===== src/rtl/axi_ctrl_pkg.sv =====
// Shared types and field layout for the AXI control backend scheduler.
// LS entry: {rd_wr, addr[14:0], wdata[31:0], wstrb[3:0]}; SS entry: {data, tstrb, tkeep, user, tlast}.
package axi_ctrl_pkg;

  typedef enum logic {
    TRANS_LS = 1'b0,
    TRANS_SS = 1'b1
  } trans_e;

  typedef enum logic [2:0] {
    ST_IDLE    = 3'd0,
    ST_LM_WR   = 3'd1,
    ST_LM_RD   = 3'd2,
    ST_SM_WAIT = 3'd3,
    ST_SM_BUSY = 3'd4,
    ST_RD_RET  = 3'd5
  } sched_state_e;

  localparam int LS_RDWR_BIT  = 51;
  localparam int LS_ADDR_MSB  = 50;
  localparam int LS_ADDR_LSB  = 36;
  localparam int LS_WDATA_MSB = 35;
  localparam int LS_WDATA_LSB = 4;
  localparam int LS_WSTRB_MSB = 3;
  localparam int LS_WSTRB_LSB = 0;

  localparam int SS_DATA_MSB  = 42;
  localparam int SS_DATA_LSB  = 11;
  localparam int SS_TSTRB_MSB = 10;
  localparam int SS_TSTRB_LSB = 7;
  localparam int SS_TKEEP_MSB = 6;
  localparam int SS_TKEEP_LSB = 3;
  localparam int SS_USER_MSB  = 2;
  localparam int SS_USER_LSB  = 1;
  localparam int SS_TLAST_BIT = 0;

  // Returned to the LS side when a read is aborted by the done timeout.
  localparam logic [31:0] TIMEOUT_RDATA = 32'hDEAD_BEEF;

endpackage


===== src/rtl/axi_rr_arb2.sv =====
// Two-way round-robin grant between the LS and SS FIFOs; hold_ss forces an SS
// burst continuation and masks LS entirely.
module axi_rr_arb2
  import axi_ctrl_pkg::*;
(
  input  logic   req_ls,
  input  logic   req_ss,
  input  trans_e last_trans,
  input  logic   hold_ss,
  output logic   gnt_ls,
  output logic   gnt_ss
);

  always_comb begin
    gnt_ls = 1'b0;
    gnt_ss = 1'b0;
    if (hold_ss) begin
      gnt_ss = req_ss;
    end else if (req_ls && req_ss) begin
      // Tie goes to whichever side was not served last.
      if (last_trans == TRANS_SS) gnt_ls = 1'b1;
      else                        gnt_ss = 1'b1;
    end else begin
      gnt_ls = req_ls;
      gnt_ss = req_ss;
    end
  end

endmodule


===== src/rtl/axi_trans_scheduler.sv =====
// Pops LS requests and SS beats, sequences them onto the LM/SM backend masters,
// returns LS read data and aborts any transaction whose done never arrives.
module axi_trans_scheduler
  import axi_ctrl_pkg::*;
#(
  parameter int          FIFO_LS_WIDTH = 52,
  parameter int          FIFO_SS_WIDTH = 43,
  parameter logic [31:0] LM_BASE_ADDR  = 32'h0000_0000,
  parameter int          SS_BURST_MAX  = 8,
  parameter int          DONE_TIMEOUT  = 1024
) (
  input  logic                     axi_aclk,
  input  logic                     axi_areset,
  input  logic                     fifo_ls_rd_vld,
  output logic                     fifo_ls_rd_rdy,
  input  logic [FIFO_LS_WIDTH-1:0] fifo_ls_data_out,
  input  logic                     fifo_ss_rd_vld,
  output logic                     fifo_ss_rd_rdy,
  input  logic [FIFO_SS_WIDTH-1:0] fifo_ss_data_out,
  output logic                     bk_lm_wstart,
  output logic [31:0]              bk_lm_waddr,
  output logic [31:0]              bk_lm_wdata,
  output logic [3:0]               bk_lm_wstrb,
  input  logic                     bk_lm_wdone,
  output logic                     bk_lm_rstart,
  output logic [31:0]              bk_lm_raddr,
  input  logic [31:0]              bk_lm_rdata,
  input  logic                     bk_lm_rdone,
  output logic [31:0]              bk_ls_rdata,
  output logic                     bk_ls_rdone,
  output logic                     bk_sm_start,
  output logic [31:0]              bk_sm_data,
  output logic [3:0]               bk_sm_tstrb,
  output logic [3:0]               bk_sm_tkeep,
  output logic [1:0]               bk_sm_user,
  input  logic                     bk_sm_nordy,
  input  logic                     bk_sm_done,
  output logic                     sched_busy,
  output logic                     err_timeout
);

  localparam logic [7:0]  BURST_LIM = 8'(SS_BURST_MAX);
  localparam logic [15:0] TMO_LAST  = 16'(DONE_TIMEOUT - 1);

  sched_state_e state_q, state_d;
  trans_e       last_q, last_d;
  logic [7:0]   burst_q, burst_d, burst_inc;
  logic [15:0]  tmo_q, tmo_d;
  logic [31:0]  addr_q, addr_d;
  logic [31:0]  wdata_q, wdata_d;
  logic [3:0]   wstrb_q, wstrb_d;
  logic [31:0]  sm_data_q, sm_data_d;
  logic [3:0]   sm_tstrb_q, sm_tstrb_d;
  logic [3:0]   sm_tkeep_q, sm_tkeep_d;
  logic [1:0]   sm_user_q, sm_user_d;
  logic         tlast_q, tlast_d;
  logic [31:0]  ls_rdata_q, ls_rdata_d;
  logic         wstart_q, wstart_d;
  logic         rstart_q, rstart_d;
  logic         err_q, err_d;

  logic idle, cont_ok, tmo_hit, gnt_ls, gnt_ss;

  assign idle      = (state_q == ST_IDLE);
  assign burst_inc = (burst_q == 8'hFF) ? 8'hFF : burst_q + 8'd1;
  assign tmo_hit   = (tmo_q == TMO_LAST);
  // A non-last beat may chain straight into the next one, unless LS is
  // waiting and this SS run has already used its share.
  assign cont_ok   = (state_q == ST_SM_BUSY) && bk_sm_done && !tlast_q && fifo_ss_rd_vld &&
                     (!fifo_ls_rd_vld || (burst_inc < BURST_LIM));

  axi_rr_arb2 u_arb (
    .req_ls     (idle & fifo_ls_rd_vld),
    .req_ss     ((idle | cont_ok) & fifo_ss_rd_vld),
    .last_trans (last_q),
    .hold_ss    (cont_ok),
    .gnt_ls     (gnt_ls),
    .gnt_ss     (gnt_ss)
  );

  always_comb begin
    state_d    = state_q;
    last_d     = last_q;
    burst_d    = burst_q;
    addr_d     = addr_q;
    wdata_d    = wdata_q;
    wstrb_d    = wstrb_q;
    sm_data_d  = sm_data_q;
    sm_tstrb_d = sm_tstrb_q;
    sm_tkeep_d = sm_tkeep_q;
    sm_user_d  = sm_user_q;
    tlast_d    = tlast_q;
    ls_rdata_d = ls_rdata_q;
    wstart_d   = 1'b0;
    rstart_d   = 1'b0;
    err_d      = 1'b0;

    if (gnt_ls) begin
      addr_d  = {17'b0, fifo_ls_data_out[LS_ADDR_MSB:LS_ADDR_LSB]} | LM_BASE_ADDR;
      wdata_d = fifo_ls_data_out[LS_WDATA_MSB:LS_WDATA_LSB];
      wstrb_d = fifo_ls_data_out[LS_WSTRB_MSB:LS_WSTRB_LSB];
    end
    if (gnt_ss) begin
      sm_data_d  = fifo_ss_data_out[SS_DATA_MSB:SS_DATA_LSB];
      sm_tstrb_d = fifo_ss_data_out[SS_TSTRB_MSB:SS_TSTRB_LSB];
      sm_tkeep_d = fifo_ss_data_out[SS_TKEEP_MSB:SS_TKEEP_LSB];
      sm_user_d  = fifo_ss_data_out[SS_USER_MSB:SS_USER_LSB];
      tlast_d    = fifo_ss_data_out[SS_TLAST_BIT];
    end

    case (state_q)
      ST_IDLE: begin
        if (gnt_ls) begin
          if (fifo_ls_data_out[LS_RDWR_BIT]) begin
            state_d  = ST_LM_WR;
            wstart_d = 1'b1;
          end else begin
            state_d  = ST_LM_RD;
            rstart_d = 1'b1;
          end
        end else if (gnt_ss) begin
          state_d = ST_SM_WAIT;
        end
      end
      ST_LM_WR: begin
        if (bk_lm_wdone) begin
          state_d = ST_IDLE;
          last_d  = TRANS_LS;
        end else if (tmo_hit) begin
          state_d = ST_IDLE;
          err_d   = 1'b1;
        end
      end
      ST_LM_RD: begin
        if (bk_lm_rdone) begin
          state_d    = ST_RD_RET;
          last_d     = TRANS_LS;
          ls_rdata_d = bk_lm_rdata;
        end else if (tmo_hit) begin
          state_d    = ST_RD_RET;
          err_d      = 1'b1;
          ls_rdata_d = TIMEOUT_RDATA;
        end
      end
      ST_SM_WAIT: begin
        if (!bk_sm_nordy) state_d = ST_SM_BUSY;
      end
      ST_SM_BUSY: begin
        if (bk_sm_done) begin
          burst_d = burst_inc;
          last_d  = TRANS_SS;
          if (cont_ok) begin
            state_d = ST_SM_WAIT;
          end else begin
            state_d = ST_IDLE;
            burst_d = 8'd0;
          end
        end else if (tmo_hit) begin
          state_d = ST_IDLE;
          err_d   = 1'b1;
          burst_d = 8'd0;
        end
      end
      ST_RD_RET: state_d = ST_IDLE;
      default:   state_d = ST_IDLE;
    endcase

    // Counter only advances while waiting for a done and restarts on every state change.
    tmo_d = 16'd0;
    if ((state_d == state_q) &&
        (state_q == ST_LM_WR || state_q == ST_LM_RD || state_q == ST_SM_BUSY))
      tmo_d = tmo_q + 16'd1;
  end

  always_ff @(posedge axi_aclk or posedge axi_areset) begin
    if (axi_areset) begin
      state_q    <= ST_IDLE;
      last_q     <= TRANS_SS;
      burst_q    <= 8'd0;
      tmo_q      <= 16'd0;
      addr_q     <= 32'd0;
      wdata_q    <= 32'd0;
      wstrb_q    <= 4'd0;
      sm_data_q  <= 32'd0;
      sm_tstrb_q <= 4'd0;
      sm_tkeep_q <= 4'd0;
      sm_user_q  <= 2'd0;
      tlast_q    <= 1'b0;
      ls_rdata_q <= 32'd0;
      wstart_q   <= 1'b0;
      rstart_q   <= 1'b0;
      err_q      <= 1'b0;
    end else begin
      state_q    <= state_d;
      last_q     <= last_d;
      burst_q    <= burst_d;
      tmo_q      <= tmo_d;
      addr_q     <= addr_d;
      wdata_q    <= wdata_d;
      wstrb_q    <= wstrb_d;
      sm_data_q  <= sm_data_d;
      sm_tstrb_q <= sm_tstrb_d;
      sm_tkeep_q <= sm_tkeep_d;
      sm_user_q  <= sm_user_d;
      tlast_q    <= tlast_d;
      ls_rdata_q <= ls_rdata_d;
      wstart_q   <= wstart_d;
      rstart_q   <= rstart_d;
      err_q      <= err_d;
    end
  end

  // Pops are masked during reset so no entry leaves a FIFO while the scheduler is held.
  assign fifo_ls_rd_rdy = gnt_ls & ~axi_areset;
  assign fifo_ss_rd_rdy = gnt_ss & ~axi_areset;

  assign bk_lm_wstart = wstart_q;
  assign bk_lm_waddr  = addr_q;
  assign bk_lm_wdata  = wdata_q;
  assign bk_lm_wstrb  = wstrb_q;
  assign bk_lm_rstart = rstart_q;
  assign bk_lm_raddr  = addr_q;
  assign bk_ls_rdata  = ls_rdata_q;
  assign bk_ls_rdone  = (state_q == ST_RD_RET);
  assign bk_sm_start  = (state_q == ST_SM_WAIT) & ~bk_sm_nordy;
  assign bk_sm_data   = sm_data_q;
  assign bk_sm_tstrb  = sm_tstrb_q;
  assign bk_sm_tkeep  = sm_tkeep_q;
  assign bk_sm_user   = sm_user_q;
  assign sched_busy   = ~idle;
  assign err_timeout  = err_q;

endmodule


===== config.mk =====
export PLATFORM = sky130hd
export DESIGN_NAME = axi_trans_scheduler
export DESIGN_NICKNAME = d
export VERILOG_FILES = /design/src/rtl/axi_ctrl_pkg.sv /design/src/rtl/axi_rr_arb2.sv /design/src/rtl/axi_trans_scheduler.sv
export SDC_FILE = /design/constraint.sdc
export NUM_CORES = 1
export LEC_CHECK = 0
export CORE_ASPECT_RATIO = 0.75
export CORE_MARGIN = 4
export CORE_UTILIZATION = 42
export CTS_CLUSTER_DIAMETER = 60
export DETAILED_ROUTE_END_ITERATION = 8
export GPL_TIMING_DRIVEN = 0
export PLACE_DENSITY = 0.8
export SYNTH_ARGS = -nofsm -noshare
export SYNTH_HDL_FRONTEND = slang
export SYNTH_SLANG_ARGS = --single-unit

===== constraint.sdc =====
create_clock -name axi_aclk -period 7 [get_ports axi_aclk]
set_input_delay 1.75 -clock axi_aclk [delete_from_list [all_inputs] [get_ports axi_aclk]]
set_output_delay 1.75 -clock axi_aclk [all_outputs]
set_load 0.02 [all_outputs]

==> metrics.md, run 1 <==
| Metric | Value |
|---|---|
| Run status | `finished, final reports clean` |
| Placed cell count | `~1.1k` |
| Cells after Synth | `542` |
| H-tree depth | `4` |
| Required @ worst endpoint | `5.25 ns` |
| Seq/Total Area, Yosys | `55.1%` |
| Worst skew pair latency | `0.42 ns` |
| Boundary Pins | `around 320` |
| Fraction of registers with async set/reset | `100%` |
| First DRT Iteration DRCs | `286` |
| Syn_area_per_cell | `around 13 um2` |
| CP Class | `in2out` |
| TNS Setup | `0 ns` |
| Buf/Inv on CP | `4` |
| Via count | `roughly 5.4k` |
| DRC | `0` |
| Largest area contributor in the netlist | `dfrtp_1` |
| RSZ-0062 raised after global routing | `false` |
| Power density over cell area | `456 nW/um2` |
| Avg WL per Cell | `17.5 um` |
| Post-Synthesis Cell Area | `7130 um2` |
| Yosys cell types | `58` |
| Post-synth EDFFs | `0` |
| Synth Register Bits | `about 160` |
| Final layout net count | `between 1k and 1.5k` |
| Vias per cell | `roughly 4.9` |
| Max_slew headroom | `56.6%` |
| Final Cycle Share | `89.8%` |
| Clock Skew | `~0.0085 ns` |
| DIE WIDTH | `158 um` |
| CTS Root Buffer Type | `clkbuf_16` |
| Setup Fix Bufs, Post-CTS | `0` |
| Family with the most delay on the worst path | `buffers and inverters` |
| Row Count | `40` |
| Worst Path Arrival | `about 4.5 ns` |
| Post-synth top area share | `a little over half` |
| Clk buf depth | `2` |
| Post_cts resized | `0` |
| Antenna violations before repair | `0` |
| Top FF cell, synth | `dfrtp_1` |
| CTS tree | `done` |
| Crit path capture type | `primary output` |
| Synth warn | `0` |
| N_diodes | `0` |
| Largest net degree at the start of global routing | `93` |
| TritonRoute pass-1 iters | `4` |
| P_leak | `roughly 4.8 nW` |
| CP cell instances | `clkdlybuf4s50_1, nand4bb_4, nor3b_1, o221ai_1, o31a_1, buf_6, buf_6, nor2_1, clkdlybuf4s50_1` |
| Initial Util | `a little over two fifths` |
| Critical path startpoint category | `input port` |
| CTS hold repair buffers | `0` |
| CTS buffer count | `17` |
| Final hold vios | `0` |
| Worst Hold Class | `reg2reg` |
| CP max-delay cell | `clkdlybuf4s50_1` |
| Final WL | `19200 um` |
| Grt total ovfl | `0` |
| Share of cells above drive strength 1 | `between 20% and 30%` |
| Setup violators final | `0` |
| Clock-pin slew on the worst setup and hold paths | `about 0.06 ns` |
| Fill cell count | `1219` |
| Worst VDD drop | `between 0.2 and 0.3 mV` |
| I/O Buffers | `between 200 and 300` |
| Post-route insts no fill | `1099` |
| Routed Antenna Nets | `0` |
| Die area | `between 15000 and 20000 um2` |
| Final GP Congestion | `approximately 0.86` |
| Period minus WS final | `between 6 and 7 ns` |
| CTS Sinks | `approximately 160` |
| Max Slew Vio Count | `0` |
| Max_cap viols | `0` |
| Area contributors post-synth | `dfrtp_1, mux2_2, mux2_4` |
| FMAX | `~0.16 GHz` |
| Detailed placement HPWL | `roughly 15000 um` |
| CP Max Fanout | `10` |
| P&R area growth vs syn | `53.9%` |
| Worst Max-Slew Pin Slew | `0.647 ns` |
| First-pass GRT wire length | `29600 um` |
| Die Ht | `around 120 um` |
| Vias in the first global route | `5526` |
| Peak per-stage delay on the critical path | `0.65 ns` |
| Core area | `~16000 um2` |
| GRT Overall Usage | `between 10% and 20%` |
| Final Core Density | `around two thirds` |
-- cells in the final DEF (no fill, tap or decap), types with 6 or more instances in the layout --
cell and count:
clkdlybuf4s50_1 281, dfrtp_1 156, mux2_2 55, buf_4 50, mux2_4 38, conb_1 34, o22a_1 25, clkbuf_16 17
clkbuf_1 16, nand2_1 16, a211oi_1 16, nor2_1 15, nand3_1 13, xor2_1 11, inv_1 11, a22o_1 11
nor3_1 9, o21ai_0 9, buf_6 8, nand4_1 7, and2_1 6
-- flip-flops by register name, indices dropped and copies added (netlist names), 2 cells and up --
signal	cells
bk_sm_user	2
bk_sm_tkeep	4
bk_lm_wstrb	4
bk_sm_tstrb	4
bk_ls_rdata	32
burst_q	8
tmo_q	16
bk_lm_wdata	32
state_q	3
bk_sm_data	32
bk_lm_raddr	15
-- cell usage after synthesis (all sizes together), types with 11 or more instances --
cell type and n:
inv 12, nor2 17, a211oi 16, nand2 16, o22a 25, a22o 11
xor2 11, clkbuf 15, mux2 93, dfrtp 156, buf 61, nand3 13
-- cell families after synthesis --
kind of cell             Yosys count  synth area share, %
XOR/XNOR                          16                 1.96
buffers and inverters             88                 8.16
other                              1               0.0526
adder cells (fa/ha/maj)            2                0.351
AO/OA/AOI/OAI                     88                 9.59
AND/OR/NAND/NOR                   97                 8.10
flip-flops                       157                 55.1
multiplexers                      93                 16.7
-- final timing paths --
check,slack (ns),cells past startpoint,to,from
worst min register to register,0.48,1,tmo_q[0]$_DFF_PP0_,tmo_q[0]$_DFF_PP0_
min in group asynchronous,1.95,2,bk_sm_data[22]$_DFFE_PP0P_,axi_areset
worst min-delay path,0.48,1,tmo_q[0]$_DFF_PP0_,tmo_q[0]$_DFF_PP0_
worst max register to register,4.53,8,tmo_q[13]$_DFF_PP0_,tmo_q[0]$_DFF_PP0_
worst max-delay path,0.72,9,fifo_ss_rd_rdy,bk_sm_done
max in group asynchronous,4.24,3,last_q$_DFFE_PP1P_,axi_areset
-- per-layer routing --
layer  global-route usage (%)  routed length [um]
met3                     7.31                1650
met5                        0                   0
met4                     5.27                 299
met2                     33.0                9480
met1                     24.5                7780
-- power breakdown --
group	internal (mW)	switching, mW
Clock	0.572	0.374
Combinational	1.35	1.16
Sequential	1.30	0.238
Total	3.23	1.77
-- per-stage QoR --
stage / cell area, um2 / worst slack, ns / hold WS (ns) / power, mW
after floorplan: 7260 / 1.02 / 0.447 / 2.92
after global placement: 10300 / -1.32 / 0.470 / 4.03
after detailed placement: 10400 / 0.709 / 0.475 / 4.07
after CTS: 11000 / 0.703 / 0.483 / 5.06
after global routing: 11000 / 0.571 / 0.501 / 5.26
final: 11000 / 0.717 / 0.485 / 5.00
-- layout make-up --
| class | instances | area (um2) | area share (%) |
|---|---|---|---|
| Sequential cell | 157 | 3930 | 35.8 |
| Clock inverter | 13 | 166 | 1.52 |
| Clock buffer | 19 | 443 | 4.04 |
| Tap cell | 210 | 263 | 2.39 |
| Buffer | 76 | 537 | 4.89 |
| Timing Repair Buffer | 282 | 2840 | 25.9 |
| Multi-Input combinational cell | 330 | 2750 | 25.0 |
| Inverter | 12 | 52.6 | 0.479 |
-- worst reg2reg max path, stage by stage (launching register included) --
cell       delay (ns)
dfrtp_1          0.38
ha_1             0.15
clkbuf_1         0.30
nand4bb_1        0.21
nor4_4           0.48
o32ai_1          0.19
nor2_2           0.28
buf_4            0.24
a211oi_1         0.09
Power figures use the tool's default switching activity.
==> inputs of run 2 (changes only) <==
Settings changed: ABC_AREA from default to 1, CORE_MARGIN 4 to default, PLACE_DENSITY 0.8 to 0.81.
==> metrics.md, run 2 <==
| Metric | Value |
|---|---|
| Run status | `finished, final reports clean` |
| Synth cell count leaders | `nand2_1, dfrtp_1, buf_4` |
| Setup violators final | `0` |
| Post-synth EDFFs | `0` |
| I/O Buffers | `between 200 and 300` |
| CP cell instances | `clkdlybuf4s50_1, inv_1, o211ai_1, clkbuf_1, clkbuf_1, nor2_1, clkdlybuf4s50_1` |
| Final WL | `roughly 19000 um` |
| Final GP Congestion | `around 0.85` |
| Worst Reg-to-Reg Cells | `19` |
| WP depth | `7` |
| Worst Setup SP | `fifo_ss_rd_vld` |
| Clock Skew | `about 0.0085 ns` |
| Required @ worst endpoint | `about 5.3 ns` |
| Max_cap viols | `0` |
| Largest net degree at the start of global routing | `between 100 and 150` |
| Post-synth top area share | `around 57%` |
| Row Count | `40` |
| Avg WL per Cell | `15.6 um` |
| Reg2reg setup slack | `4.49 ns` |
| DIE WIDTH | `150 um` |
| Area contributors post-synth | `dfrtp_1, nand2_1, mux2_2` |
| Seq/Total Area, Yosys | `between 50% and 60%` |
| Crit path capture type | `primary output` |
| Fill cell count | `between 1k and 1.5k` |
| Final layout net count | `approximately 1.1k` |
| N_diodes | `0` |
| Most frequent cells in the layout | `clkdlybuf4s50_1, nand2_1, dfrtp_1, buf_4, mux2_2` |
| Core area | `16000 um2` |
| Vias per cell | `4.62` |
| Via count | `5622` |
| H-tree depth | `4` |
| Initial Util | `between 40 and 50%` |
| Crit path to | `fifo_ls_rd_rdy` |
| Fraction of registers with async set/reset | `100%` |
| Routed Antenna Nets | `0` |
| Clk buf depth | `2` |
| P_leak | `about 4.8 nW` |
| Family with the most delay on the worst path | `buffers and inverters` |
| CTS buffer count | `17` |
| Antenna violations before repair | `0` |
| Yosys cell types | `43` |
| Top FF cell, synth | `dfrtp_1` |
| Setup Fix Bufs, Post-CTS | `0` |
| Worst VDD drop | `around 0.29 mV` |
| Worst skew pair latency | `roughly 0.43 ns` |
| P&R area growth vs syn | `55.0%` |
| CTS Root Buffer Type | `clkbuf_16` |
| First-pass GRT wire length | `roughly 30000 um` |
| CP max-delay cell | `clkdlybuf4s50_1` |
| Peak per-stage delay on the critical path | `about 0.55 ns` |
| First DRT Iteration DRCs | `286` |
| Worst Hold Class | `reg2reg` |
| Worst r2r dst | `tmo_q[11]$_DFF_PP0_` |
| Top-count cell post-synth | `nand2_1` |
| Post_cts resized | `0` |
| Buf/Inv on CP | `5` |
| DRC | `0` |
| CTS tree | `done` |
| Critical path startpoint category | `input port` |
| Largest area contributor in the netlist | `dfrtp_1` |
| CP Class | `in2out` |
| Power density over cell area | `roughly 440 nW/um2` |
| Synth warn | `0` |
| Share of cells above drive strength 1 | `between 10% and 20%` |
| Final Cycle Share | `84.3%` |
| RSZ-0062 raised after global routing | `false` |
| Period minus WS final | `roughly 5.9 ns` |
| Final hold vios | `0` |
| CTS Sinks | `~160` |
| Boundary Pins | `roughly 320` |
| CP Max Fanout | `10` |
| Syn_area_per_cell | `approximately 10 um2` |
| Most common cell after layout, fill and taps aside | `clkdlybuf4s50_1` |
| GRT Overall Usage | `23.3%` |
| Max Slew Vio Count | `0` |
| TNS Setup | `0 ns` |
| Reg-to-reg startpoint | `burst_q[1]$_DFFE_PP0P_` |
| Die area | `between 15000 and 20000 um2` |
| Clock-pin slew on the worst setup and hold paths | `~0.06 ns` |
| Final Power | `~4.7 mW` |
| Grt total ovfl | `0` |
| Die Ht | `roughly 110 um` |
| TritonRoute pass-1 iters | `4` |
| Vias in the first global route | `roughly 5.8k` |
| CTS hold repair buffers | `0` |
| Max_slew headroom | `approximately three fifths` |
| Cells after Synth | `about 660` |
| Detailed placement HPWL | `14000 um` |
| Post-Synthesis Cell Area | `approximately 7000 um2` |
| Worst Max-Slew Pin Slew | `0.608 ns` |
| Synth Register Bits | `157` |
| FMAX | `about 0.17 GHz` |
| Worst Path Arrival | `4.15 ns` |
[run 2: cell count changes after synthesis, moves of 5 or more]
cell | before | now
mux2_2 | 55 | 43
nand4_1 | 7 | 2
and2_1 | 6 | 1
mux2_4 | 38 | 0
nor2_4 | 0 | 12
nor3b_1 | 5 | 0
inv_1 | 12 | 35
a211oi_1 | 16 | 0
nand2_1 | 16 | 193
buf_6 | 8 | 0
nor2_1 | 15 | 33
[run 2: kinds of logic (layout without fill, tap and decap cells)]
| group | count (synthesis) | in the layout | synth area share (%) |
|---|---|---|---|
| other cells | 1 | 34 | 0.0545 |
| mux | 43 | 43 | 7.04 |
| xor+xnor | 13 | 13 | 1.65 |
| compound gates | 56 | 56 | 6.33 |
| buf+inv | 108 | 423 | 8.91 |
| flops | 157 | 157 | 57.1 |
| fa+ha+maj | 2 | 2 | 0.364 |
| simple gates | 278 | 278 | 18.5 |
[run 2: metrics by stage]
step | cell area, um2 | setup slack, ns | hold slack [ns] | instances | utilization, %
floorplan | 7000 | 1.02 | 0.424 | 691 | -
global placement | 10100 | -1.24 | 0.447 | 1183 | 63.0
detailed placement | 10100 | 1.08 | 0.467 | 1184 | 63.2
CTS | 10700 | 1.08 | 0.483 | 1216 | 66.6
global route | 10700 | 0.911 | 0.499 | 1216 | 66.6
finish | 10700 | 1.10 | 0.482 | 1216 | 66.6
[run 2: power breakdown]
group	internal (mW)	switching [mW]	leakage [nW]	total (mW)
combinational	1.13	1.17	2.64	2.30
clock	0.456	0.396	0.248	0.852
sequential	1.28	0.223	1.92	1.50
total	2.86	1.79	4.82	4.65
[run 2: worst min path at each step]
| stage | startpoint | end | slack [ns] | depth (start not counted) |
|---|---|---|---|---|
| after detailed placement | bk_lm_wdata[20]$_DFFE_PP0P_ | bk_lm_wdata[20]$_DFFE_PP0P_ | 0.47 | 2 |
| after global placement | tmo_q[0]$_DFF_PP0_ | tmo_q[0]$_DFF_PP0_ | 0.45 | 1 |
| after floorplan | tmo_q[0]$_DFF_PP0_ | tmo_q[0]$_DFF_PP0_ | 0.42 | 1 |
| final | bk_lm_wdata[20]$_DFFE_PP0P_ | bk_lm_wdata[20]$_DFFE_PP0P_ | 0.48 | 2 |
| after global routing | bk_lm_wdata[13]$_DFFE_PP0P_ | bk_lm_wdata[13]$_DFFE_PP0P_ | 0.50 | 2 |
| after CTS | bk_lm_wdata[20]$_DFFE_PP0P_ | bk_lm_wdata[20]$_DFFE_PP0P_ | 0.48 | 2 |
[run 2: layout make-up]
| type | instances | area (um2) | area share (%) |
|---|---|---|---|
| Sequential cell | 157 | 3930 | 36.8 |
| Timing Repair Buffer | 283 | 2850 | 26.7 |
| Multi-Input combinational cell | 426 | 2460 | 23.1 |
| Buffer | 69 | 464 | 4.35 |
| Clock buffer | 17 | 425 | 3.99 |
| Tap cell | 210 | 263 | 2.46 |
| Inverter | 39 | 156 | 1.47 |
| Clock inverter | 15 | 116 | 1.09 |
[run 2: worst reg2reg max path, delay by kind of cell (launching register included)]
kind / cells / cell delay, ns
adders and majority gates: 1 / 0.24
buffers and inverters: 1 / 0.19
DFF: 1 / 0.42
and+or+nand+nor: 17 / 1.55
[run 2: metal layers]
metal	track usage, %	wire (um)	vias to the layer above
li1	-	-	2713
met1	27.4	7720	2707
met2	39.9	9480	179
met3	8.15	1440	23
met4	7.61	273	0
met5	0	0	-
